**src/rtl/irq_ctrl.sv**
```systemverilog
// Memory-mapped interrupt controller: synchronizes sources, latches pending bits,
// masks, picks a fixed-priority winner and hands it to the CPU as one-hot HWInt.
module irq_ctrl #(
    parameter int NSRC        = 6,
    parameter int SYNC_STAGES = 2
) (
    input  logic            clk,
    input  logic            reset,
    input  logic [NSRC-1:0] irq_src,
    input  logic [29:0]     Addr,
    input  logic            WE,
    input  logic [31:0]     Din,
    output logic [31:0]     Dout,
    input  logic            int_taken,
    output logic [NSRC-1:0] HWInt
);

    typedef enum logic [1:0] {
        ST_IDLE    = 2'd0,
        ST_ASSERT  = 2'd1,
        ST_SERVICE = 2'd2
    } state_t;

    logic [NSRC-1:0] sync_r [SYNC_STAGES];
    logic [NSRC-1:0] s_s;
    logic [NSRC-1:0] s_d_r;
    logic [NSRC-1:0] rise_s;
    logic [NSRC-1:0] pend_r;
    logic [NSRC-1:0] pend_nx_s;
    logic [NSRC-1:0] mask_r;
    logic [NSRC-1:0] edge_r;
    logic [NSRC-1:0] hwint_r;
    logic [NSRC-1:0] hwint_nx_s;
    logic [NSRC-1:0] req_vec_s;
    logic [NSRC-1:0] winner_s;
    logic [NSRC-1:0] acc_clr_s;
    logic [2:0]      isr_id_r;
    logic [2:0]      isr_id_nx_s;
    state_t          state_r;
    state_t          state_nx_s;
    logic            req_s;
    logic            wr_pend_s;
    logic            wr_mask_s;
    logic            wr_edge_s;
    logic            wr_vect_s;
    logic            unused_s;

    // Isolate the lowest set bit: lowest index wins.
    function automatic logic [NSRC-1:0] lowest_onehot(input logic [NSRC-1:0] v);
        lowest_onehot = v & (~v + {{(NSRC-1){1'b0}}, 1'b1});
    endfunction

    function automatic logic [2:0] onehot_to_id(input logic [NSRC-1:0] v);
        onehot_to_id = 3'd0;
        for (int i = 0; i < NSRC; i++) begin
            if (v[i]) begin
                onehot_to_id = i[2:0];
            end else begin
                onehot_to_id = onehot_to_id;
            end
        end
    endfunction

    assign s_s       = sync_r[SYNC_STAGES-1];
    assign rise_s    = s_s & ~s_d_r;
    assign req_vec_s = pend_r & mask_r;
    assign req_s     = |req_vec_s;
    assign winner_s  = lowest_onehot(req_vec_s);
    assign wr_pend_s = WE && (Addr[1:0] == 2'd0);
    assign wr_mask_s = WE && (Addr[1:0] == 2'd1);
    assign wr_edge_s = WE && (Addr[1:0] == 2'd2);
    assign wr_vect_s = WE && (Addr[1:0] == 2'd3);
    assign HWInt     = hwint_r;
    assign unused_s  = ^{Addr[29:2], Din[31:NSRC]};

    // Source synchronizer chain plus the delayed copy used for edge detection.
    always_ff @(posedge clk or negedge reset) begin
        if (!reset) begin
            for (int k = 0; k < SYNC_STAGES; k++) begin
                sync_r[k] <= {NSRC{1'b0}};
            end
            s_d_r <= {NSRC{1'b0}};
        end else begin
            sync_r[0] <= irq_src;
            for (int k = 1; k < SYNC_STAGES; k++) begin
                sync_r[k] <= sync_r[k-1];
            end
            s_d_r <= s_s;
        end
    end

    // Pending-bit update: level bits track the source, edge bits latch (set beats clear).
    always_comb begin
        pend_nx_s = pend_r;
        for (int i = 0; i < NSRC; i++) begin
            if (wr_edge_s && (Din[i] != edge_r[i])) begin
                pend_nx_s[i] = 1'b0;
            end else if (!edge_r[i]) begin
                pend_nx_s[i] = s_s[i];
            end else if (rise_s[i]) begin
                pend_nx_s[i] = 1'b1;
            end else if ((wr_pend_s && Din[i]) || acc_clr_s[i]) begin
                pend_nx_s[i] = 1'b0;
            end else begin
                pend_nx_s[i] = pend_r[i];
            end
        end
    end

    // Next-state and request logic for the CPU handshake.
    always_comb begin
        state_nx_s  = state_r;
        hwint_nx_s  = hwint_r;
        isr_id_nx_s = isr_id_r;
        acc_clr_s   = {NSRC{1'b0}};
        case (state_r)
            ST_IDLE: begin
                if (req_s) begin
                    state_nx_s = ST_ASSERT;
                    hwint_nx_s = winner_s;
                end else begin
                    hwint_nx_s = {NSRC{1'b0}};
                end
            end
            ST_ASSERT: begin
                if (!req_s) begin
                    state_nx_s = ST_IDLE;
                    hwint_nx_s = {NSRC{1'b0}};
                end else if (int_taken) begin
                    // Acknowledge the source the CPU actually saw, not a late arrival.
                    state_nx_s  = ST_SERVICE;
                    isr_id_nx_s = onehot_to_id(hwint_r);
                    acc_clr_s   = hwint_r & edge_r;
                    hwint_nx_s  = {NSRC{1'b0}};
                end else begin
                    hwint_nx_s = winner_s;
                end
            end
            ST_SERVICE: begin
                hwint_nx_s = {NSRC{1'b0}};
                if (wr_vect_s) begin
                    state_nx_s = ST_IDLE;
                end else begin
                    state_nx_s = ST_SERVICE;
                end
            end
            default: begin
                state_nx_s = ST_IDLE;
                hwint_nx_s = {NSRC{1'b0}};
            end
        endcase
    end

    // Control/status registers, FSM state and the registered request output.
    always_ff @(posedge clk or negedge reset) begin
        if (!reset) begin
            pend_r   <= {NSRC{1'b0}};
            mask_r   <= {NSRC{1'b1}};
            edge_r   <= {NSRC{1'b0}};
            hwint_r  <= {NSRC{1'b0}};
            isr_id_r <= 3'd0;
            state_r  <= ST_IDLE;
        end else begin
            pend_r   <= pend_nx_s;
            hwint_r  <= hwint_nx_s;
            isr_id_r <= isr_id_nx_s;
            state_r  <= state_nx_s;
            if (wr_mask_s) begin
                mask_r <= Din[NSRC-1:0];
            end else begin
                mask_r <= mask_r;
            end
            if (wr_edge_s) begin
                edge_r <= Din[NSRC-1:0];
            end else begin
                edge_r <= edge_r;
            end
        end
    end

    // Read mux; unused upper bits read as zero.
    always_comb begin
        Dout = 32'd0;
        case (Addr[1:0])
            2'd0:    Dout = {{(32-NSRC){1'b0}}, pend_r};
            2'd1:    Dout = {{(32-NSRC){1'b0}}, mask_r};
            2'd2:    Dout = {{(32-NSRC){1'b0}}, edge_r};
            2'd3:    Dout = {(state_r != ST_IDLE), 26'd0, state_r, isr_id_r};
            default: Dout = 32'd0;
        endcase
    end

endmodule
```
**config.mk**
```make
export PLATFORM = sky130hd
export DESIGN_NAME = irq_ctrl
export DESIGN_NICKNAME = d
export VERILOG_FILES = /design/src/rtl/irq_ctrl.sv
export SDC_FILE = /design/constraint.sdc
export NUM_CORES = 1
export LEC_CHECK = 0
export CELL_PAD_IN_SITES_DETAIL_PLACEMENT = 1
export CELL_PAD_IN_SITES_GLOBAL_PLACEMENT = 1
export CORE_UTILIZATION = 30
export DETAILED_ROUTE_END_ITERATION = 12
export GPL_TIMING_DRIVEN = 0
export HOLD_SLACK_MARGIN = 0.05
export PLACE_DENSITY = 0.77
export SKIP_LAST_GASP = 1
export SLEW_MARGIN = 20
export SYNTH_ARGS = -nofsm -noshare
export SYNTH_HDL_FRONTEND = slang
export SYNTH_SLANG_ARGS = --single-unit
```
**constraint.sdc**
```tcl
create_clock -name clk -period 2.24 [get_ports clk]
set_input_delay 0.224 -clock clk [delete_from_list [all_inputs] [get_ports clk]]
set_output_delay 0.224 -clock clk [all_outputs]
set_load 0.01 [all_outputs]
```
## Word-level counts from Yosys, hierarchy flattened

Cells that the tools add are included.

| word-level totals | value |
|---|---|
| flip-flop bits (word level) | 47 |
| logic and storage cells | 110 |

| cells by class | value |
|---|---|
| add/subtract/negate cells | 1 |
| equality and inequality tests | 19 |
| multiplexer cells | 42 |
| bitwise gates (word level) | 6 |
| reduce and logical (&&, ||, !) cells | 28 |

Operators by type and width:

| cell | count |
|---|---|
| $pmux 32 s4 | 1 |
| $mux 6 | 6 |
| $mux 1 | 25 |
| $and 6x6->6 | 4 |
| $ne 4x2->1 const B | 6 |
| $logic_and 1x1->1 | 16 |
| $mux 3 | 4 |
| $not 6->6 | 2 |
| $pmux 6 s2 | 1 |
| $mux 2 | 4 |
| $add 6x1->6 const B | 1 |
| $eq 2x2->1 const B | 3 |
| $logic_or 1x1->1 | 6 |
| $ne 1x1->1 | 6 |
| $pmux 2 s3 | 1 |
| $reduce_or 6->1 | 1 |
| $eq 2x1->1 const B | 2 |
| $logic_not 2->1 | 2 |
| $ne 3x3->1 const B | 1 |
| $reduce_and 3->1 | 1 |
| $ne 2x2->1 const B | 1 |
| $reduce_and 2->1 | 1 |
| $reduce_bool 2->1 | 1 |

## Longest topological paths before layout

Gate-level depths: netlist of run 1.

| logic depth | value |
|---|---|
| depth after elaboration | 9 |
| depth in mapped cells | 6 |

## Worst setup path after synthesis of run 1

OpenSTA, ideal clock, no wires.

| timing path | value |
|---|---|
| kind | register to register |
| start point | register pend_r[0] |
| end point | register pend_r[1] |
| path buffers | 1 |
| setup slack | 0.634 ns |
| arrival | 1.511 ns |
| cell stages (with the launch flop) | 6 |
| library setup time | 0.096 ns |
| path through | dfrtp_1 > a222oi_1 > a211oi_1 > buf_2 > and2_4 > o32ai_2 |

| on the way | value |
|---|---|
| word-level cells in the longest chain between the ends | 6 |

RTL lines:

| what | RTL line | source |
|---|---|---|
| from (decl) | 28 | `logic [NSRC-1:0] pend_r;` |
| from (signal assigned) | 157 | `pend_r <= {NSRC{1'b0}};` |
| from (signal assigned) | 164 | `pend_r <= pend_nx_s;` |
| $and 6x6->6 | 66 | `assign req_vec_s = pend_r & mask_r;` |
| $reduce_or 6->1 | 67 | `assign req_s = \|req_vec_s;` |
| $mux 6 | 126 | `if (!req_s) begin` |
| $mux 6 | 116 | `case (state_r)` |
| $logic_or 1x1->1 | 102 | `end else if ((wr_pend_s && Din[i]) \|\| acc_clr_s[i]) begin` |
| $ne 4x2->1 (no line) | - |  |

Every way passes these cells.
A chain may end at the register's enable or synchronous reset.

## Final worst setup path of run 1

| timing path | value |
|---|---|
| start point | input port Addr[0] |
| end point | output port Dout[2] |

| on the way | value |
|---|---|
| word-level cells in the longest chain between the ends | 2 |

RTL lines:

| what | RTL line | source |
|---|---|---|
| from (decl) | 10 | `input logic [29:0] Addr,` |
| $eq 2x2->1 (tied with other cells) | 184 | `case (Addr[1:0])` |
| $pmux 32 s4 (*) | 184 |  |
| to (decl) | 13 | `output logic [31:0] Dout,` |

Mark *: on every way between the ends. The rest lies on a longest branch, timed or not. The select of a mux whose other input is x is not followed.

==> results of run 1 <==
-- timing repair --
action | in CTS | in global routing
resized for setup | 3 | 0
hold endpoints to repair | 22 | 0
hold buffers | 1 | 0
endpoints found under the setup margin | 3 | 0
-- layout make-up --
class | count | area, um^2 | area share
inverters | 12 | 45.0 | 0.0156
plain buffers | 31 | 220 | 0.0760
multi-input cells | 143 | 915 | 0.316
clock buffers | 6 | 82.6 | 0.0285
repair buffers | 31 | 322 | 0.111
flip-flops and latches | 47 | 1180 | 0.409
clock inverters | 1 | 5.00 | 0.00173
well taps | 99 | 124 | 0.0428
-- synthesized netlist by cell type (2+ instances only) --
cell | n | area [um^2]
nand3_1 | 4 | 20.0
a222oi_1 | 2 | 20.0
and3_1 | 2 | 12.5
o32ai_2 | 3 | 48.8
nand2b_1 | 2 | 12.5
inv_1 | 12 | 45.0
a21oi_1 | 17 | 85.1
clkbuf_1 | 2 | 7.51
nor2_1 | 12 | 45.0
nand3b_1 | 3 | 22.5
and2_4 | 3 | 26.3
dfstp_2 | 6 | 158
dfrtp_1 | 41 | 1030
o21ai_0 | 12 | 60.1
xnor2_1 | 5 | 43.8
buf_4 | 25 | 188
mux4_1 | 2 | 52.6
buf_2 | 3 | 15.0
o211ai_1 | 5 | 37.5
mux2_2 | 4 | 45.0
nand2_1 | 24 | 90.1
mux4_2 | 3 | 67.6
-- cell families after synthesis --
| logic type | synth area share |
|---|---|
| AND/OR/NAND/NOR | 0.112 |
| AO/OA/AOI/OAI | 0.153 |
| flip-flops | 0.522 |
| buffers and inverters | 0.114 |
| multiplexers | 0.0773 |
| XOR/XNOR | 0.0193 |
| other | 0.00165 |
-- path summary, 6_finish.rpt --
kind	startpoint	slack, ns	to	depth (start not counted)
worst max-delay path	Addr[0]	0.05	Dout[2]	4
worst min-delay path	sync_r[11]$_DFF_PN0_	0.35	s_s[5]$_DFF_PN0_	0
worst max register to register	pend_r[0]$_DFFE_PN0P_	0.29	pend_r[0]$_DFFE_PN0P_	4
worst min register to register	sync_r[11]$_DFF_PN0_	0.35	s_s[5]$_DFF_PN0_	0
max in group asynchronous	reset	1.18	mask_r[5]$_DFFE_PN1P_	3
min in group asynchronous	reset	0.46	sync_r[9]$_DFF_PN0_	2
-- worst reg2reg max path: cells and delay by family (launching register included) --
family	cells	cell delay, ns
AOI/OAI and AO/OA	3	1.15
DFF	1	0.45
and+or+nand+nor	1	0.25
-- report_power, final --
| part | switching, mW | total (mW) | internal (mW) | leakage, nW |
|---|---|---|---|---|
| Sequential | 0.133 | 1.12 | 0.989 | 0.566 |
| Combinational | 0.265 | 0.562 | 0.298 | 0.727 |
| Clock | 0.270 | 0.513 | 0.243 | 0.0470 |
| Total | 0.668 | 2.20 | 1.53 | 1.34 |
-- sequential cells by signal (all words and copies together) (netlist names), 3 cells and up --
signal,cells
isr_id_r,3
HWInt,6
s_s,6
s_d_r,6
sync_r,6
mask_r,6
pend_r,6
edge_r,6
-- routing by layer --
metal	track usage	share of wire	routed length (um)	vias up
met2	0.233	0.46	2420	51
met3	0.0342	0.056	294	4
met4	0.0346	0.0067	35	0
met5	0	0	0	-
met1	0.207	0.47	2460	849
li1	-	-	-	798
==> summary.md, run 1 <==
| Metric | Value |
|---|---|
| Outcome | `finished clean` |
| Register area share after synthesis | `0.522` |
| Worst-skew pair later-pin latency | `0.29 ns` |
| Initial Utilization | `0.311` |
| Commonest non-fill, non-tap cell in the layout | `dfrtp_1` |
| Syn. warnings | `0` |
| Placed insts | `362` |
| Final std cells w/o fill | `370` |
| Fin. Hold Viols | `0` |
| EDFF count, synth | `0` |
| Clock Pin Slew Worst Setup and Hold Paths | `0.08 ns` |
| Clock Skews | `0.00469 ns` |
| Asr flop ratio synth | `1.00` |
| Initial antenna violation count | `0` |
| Tot Pwr | `2.20 mW` |
| Final instance area | `0.00290 mm^2` |
| DR vias | `1702` |
| Die height | `88.9 um` |
| Fin nets | `343` |
| CTS tree | `done` |
| Worst setup margin | `0.0452 ns` |
| Mapped Area | `0.00227 mm^2` |
| CTS Root Cell | `clkbuf_8` |
| Worst path buffer plus inverter count | `3` |
| Max Cap Violations | `0` |
| Worst VDD drop | `0.243 mV` |
| Headroom to the max-slew limit | `0.580` |
| # rows | `31` |
| Maximum clock rate | `0.456 GHz` |
| Worst min path class | `flip-flop to flip-flop` |
| Gr ovfl total | `0` |
| WL/cell | `14.1 um` |
| CTS HTree Levels | `2` |
| Clock Path Buffers | `2` |
| Residual DRC | `0` |
| Core Util, Final | `0.397` |
| Endpoints failing setup | `0` |
| Filler cells | `853` |
| Area grow syn2layout | `27.8%` |
| CP endpoint kind | `primary output` |
| Total wire length | `5.20 mm` |
| Fin crit share | `0.980` |
| Die Wd | `88.9 um` |
| Seq cells post-synth | `47` |
| Setup Total Neg Slack | `0 ns` |
| Die area | `0.00791 mm^2` |
| Req. time, crit path | `2.02 ns` |
| Drt via density | `4.60` |
| Most common flop cell mapped by yosys | `dfrtp_1` |
| DRT iter0 DRCs | `91` |
| First-pass GRT wire length | `8.56 mm` |
| Critical path data arrival time | `1.97 ns` |
| Top delay family on crit path | `buffers and inverters` |
| Synth unique cells | `39` |
| Vias in the first global route | `1663` |
| Final antenna diode count | `0` |
| Drt pass-1 iters | `4` |
| Core area | `0.00729 mm^2` |
| Mapped Cells | `209` |
| Min Hold Slack | `0.352 ns` |
| Post-route ant nets | `0` |
| Minimum clock period | `2.19 ns` |
| Detailed placement HPWL | `3.86 mm` |
| Slowest cell on crit path | `mux4_1` |
| Worst path cell trace | `clkdlybuf4s50_1 -> buf_6 -> mux4_1 -> clkdlybuf4s50_1` |
| Max-slew violation count | `0` |
| Area after DPL | `0.00279 mm^2` |
| Post-Syn Area per Cell | `10.8 um^2` |
| RSZ-0062 raised after global routing | `no` |
| Worst Path Max Fanout | `10` |
| Most frequent cells in the layout | `41 x dfrtp_1, 27 x clkdlybuf4s50_1, 25 x buf_4, 25 x conb_1, 24 x nand2_1` |
| Routability cong. | `0.770` |
| Most common cell on crit path | `clkdlybuf4s50_1` |
| Total GRT Usage | `0.147` |
| Cts bufs inserted | `5` |
| Layout cells sized above 1 | `0.225` |
| Leakage | `1.34 nW` |
| Worst slew pin tran | `0.631 ns` |
| Setup Crit Path Kind | `input pin to primary output` |
| Clock sinks | `47` |
| Startpoint Class | `input pin` |
| Port bufs | `29` |
| Largest net degree at the start of global routing | `26` |
| Post-CTS Setup Inserts | `0` |
| Dpl ws | `-0.118 ns` |
| IO Pins | `110` |
| Pwr/cell area | `759 mW/mm^2` |
| Max stage delay on crit path | `0.55 ns` |
Power figures use the tool's default switching activity.
==> run 2, diff against run 1 <==
--- a/config.mk
+++ b/config.mk
@@ -12,6 +12,7 @@
 export GPL_TIMING_DRIVEN = 0
 export HOLD_SLACK_MARGIN = 0.05
 export PLACE_DENSITY = 0.77
+export RECOVER_POWER = 100
 export SKIP_LAST_GASP = 1
 export SLEW_MARGIN = 20
 export SYNTH_ARGS = -nofsm -noshare
==> summary.md, run 2 (same netlist as run 1, synthesis figures left out) <==
| Metric | Value |
|---|---|
| Worst-skew pair later-pin latency | `0.29 ns` |
| First-pass GRT wire length | `8.56 mm` |
| Placed insts | `362` |
| CTS Root Cell | `clkbuf_8` |
| Min Hold Slack | `0.353 ns` |
| Startpoint Class | `input pin` |
| CTS HTree Levels | `2` |
| Die area | `0.00791 mm^2` |
| Die height | `88.9 um` |
| Port bufs | `29` |
| Area grow syn2layout | `27.2%` |
| Clock Skews | `0.00437 ns` |
| R2R depth | `4` |
| Drt via density | `4.59` |
| Post-route ant nets | `0` |
| Critical path data arrival time | `1.97 ns` |
| Max Cap Violations | `0` |
| DRT iter0 DRCs | `80` |
| Hold Path Depth | `0` |
| Worst setup margin | `0.0463 ns` |
| Detailed placement HPWL | `3.86 mm` |
| Initial Utilization | `0.311` |
| Clock Pin Slew Worst Setup and Hold Paths | `0.08 ns` |
| Final std cells w/o fill | `370` |
| Vias in the first global route | `1663` |
| # rows | `31` |
| Max-slew violation count | `0` |
| Worst Path Max Fanout | `10` |
| Total wire length | `5.22 mm` |
| Most frequent cells in the layout | `41 x dfrtp_1, 25 x buf_4, 25 x conb_1` |
| Core Util, Final | `0.396` |
| Die Wd | `88.9 um` |
| CTS tree | `done` |
| Area after DPL | `0.00279 mm^2` |
| Residual DRC | `0` |
| Worst r2r dst | `isr_id_r[0]$_DFFE_PN0P_` |
| DR vias | `1700` |
| Layout cells sized above 1 | `0.207` |
| Hold Path Sink | `s_s[5]$_DFF_PN0_` |
| Core area | `0.00729 mm^2` |
| Worst reg-to-reg setup slack | `0.18 ns` |
| Fin crit share | `0.979` |
| Minimum clock period | `2.19 ns` |
| Fin. Hold Viols | `0` |
| Headroom to the max-slew limit | `0.0265` |
| FF-to-FF Start | `mask_r[2]$_DFFE_PN1P_` |
| Drt pass-1 iters | `4` |
| Commonest non-fill, non-tap cell in the layout | `dfrtp_1` |
| RSZ-0062 raised after global routing | `no` |
| Hold path startpoint | `sync_r[11]$_DFF_PN0_` |
| Endpoints failing setup | `0` |
| Worst VDD drop | `0.243 mV` |
| Total GRT Usage | `0.147` |
| Outcome | `finished clean` |
| Fin nets | `343` |
| Pwr/cell area | `756 mW/mm^2` |
| Worst min path class | `flip-flop to flip-flop` |
| Post-CTS Setup Inserts | `0` |
| Leakage | `1.35 nW` |
| Routability cong. | `0.770` |
| Initial antenna violation count | `0` |
| Clock sinks | `47` |
| Req. time, crit path | `2.02 ns` |
| Final antenna diode count | `0` |
| Dpl ws | `-0.118 ns` |
| IO Pins | `110` |
| Maximum clock rate | `0.456 GHz` |
| WL/cell | `14.1 um` |
| Tot Pwr | `2.18 mW` |
| Gr ovfl total | `0` |
| Clock Path Buffers | `2` |
| Final instance area | `0.00288 mm^2` |
| CP endpoint kind | `primary output` |
| Largest net degree at the start of global routing | `26` |
| Cts bufs inserted | `5` |
| Worst slew pin tran | `1.46 ns` |
| Setup Total Neg Slack | `0 ns` |
| Setup Crit Path Kind | `input pin to primary output` |
run 2: cell types whose count changed in the layout (fill, tap and decap cells not counted), sizes merged:
cell,delta
clkdlybuf4s50,-15
dlygate4sd3,+15
buf,-4
clkbuf,+4
run 2: worst max path at each step:
stage,endpoint,slack (ns),depth (start not counted),startpoint
after CTS,Dout[2],0.05,4,Addr[0]
after global placement,pend_r[2]$_DFFE_PN0P_,-0.43,1,reset
after floorplan,pend_r[1]$_DFFE_PN0P_,0.63,5,pend_r[0]$_DFFE_PN0P_
after detailed placement,Dout[0],-0.12,4,Addr[0]
after global routing,Dout[2],0.007,4,Addr[0]
final,Dout[2],0.05,4,Addr[0]
run 2: where the power goes:
part | switching [mW] | internal (mW) | total [mW]
Sequential | 0.132 | 0.989 | 1.12
Clock | 0.273 | 0.243 | 0.516
Combinational | 0.262 | 0.283 | 0.545
Total | 0.667 | 1.51 | 2.18
run 2: critical path, cell delays in order:
cell and delay [ns]:
clkdlybuf4s50_1 0.52, buf_6 0.18, mux4_1 0.55, clkdlybuf4s50_1 0.49
run 2: timing repair:
item / CTS / global route
gates resized for setup: 3 / 0
setup endpoints to repair: 3 / 0
hold buffers: 1 / 0
endpoints found under the hold margin: 22 / 0
run 2: metal layers:
layer | share of wire | GRT usage | vias to the layer above
met2 | 0.46 | 0.233 | 50
li1 | - | - | 797
met4 | 0.010 | 0.0346 | 0
met1 | 0.47 | 0.207 | 848
met3 | 0.057 | 0.0342 | 5
met5 | 0 | 0 | -
run 2: final cells by class:
| type | instances | area [um^2] |
|---|---|---|
| Inverter | 12 | 45.0 |
| Multi-Input combinational cell | 143 | 905 |
| Fill cell | 856 | 4410 |
| Clock inverter | 1 | 5.00 |
| Tap cell | 99 | 124 |
| Clock buffer | 6 | 82.6 |
| Sequential cell | 47 | 1180 |
| Timing Repair Buffer | 31 | 320 |
| Buffer | 31 | 219 |
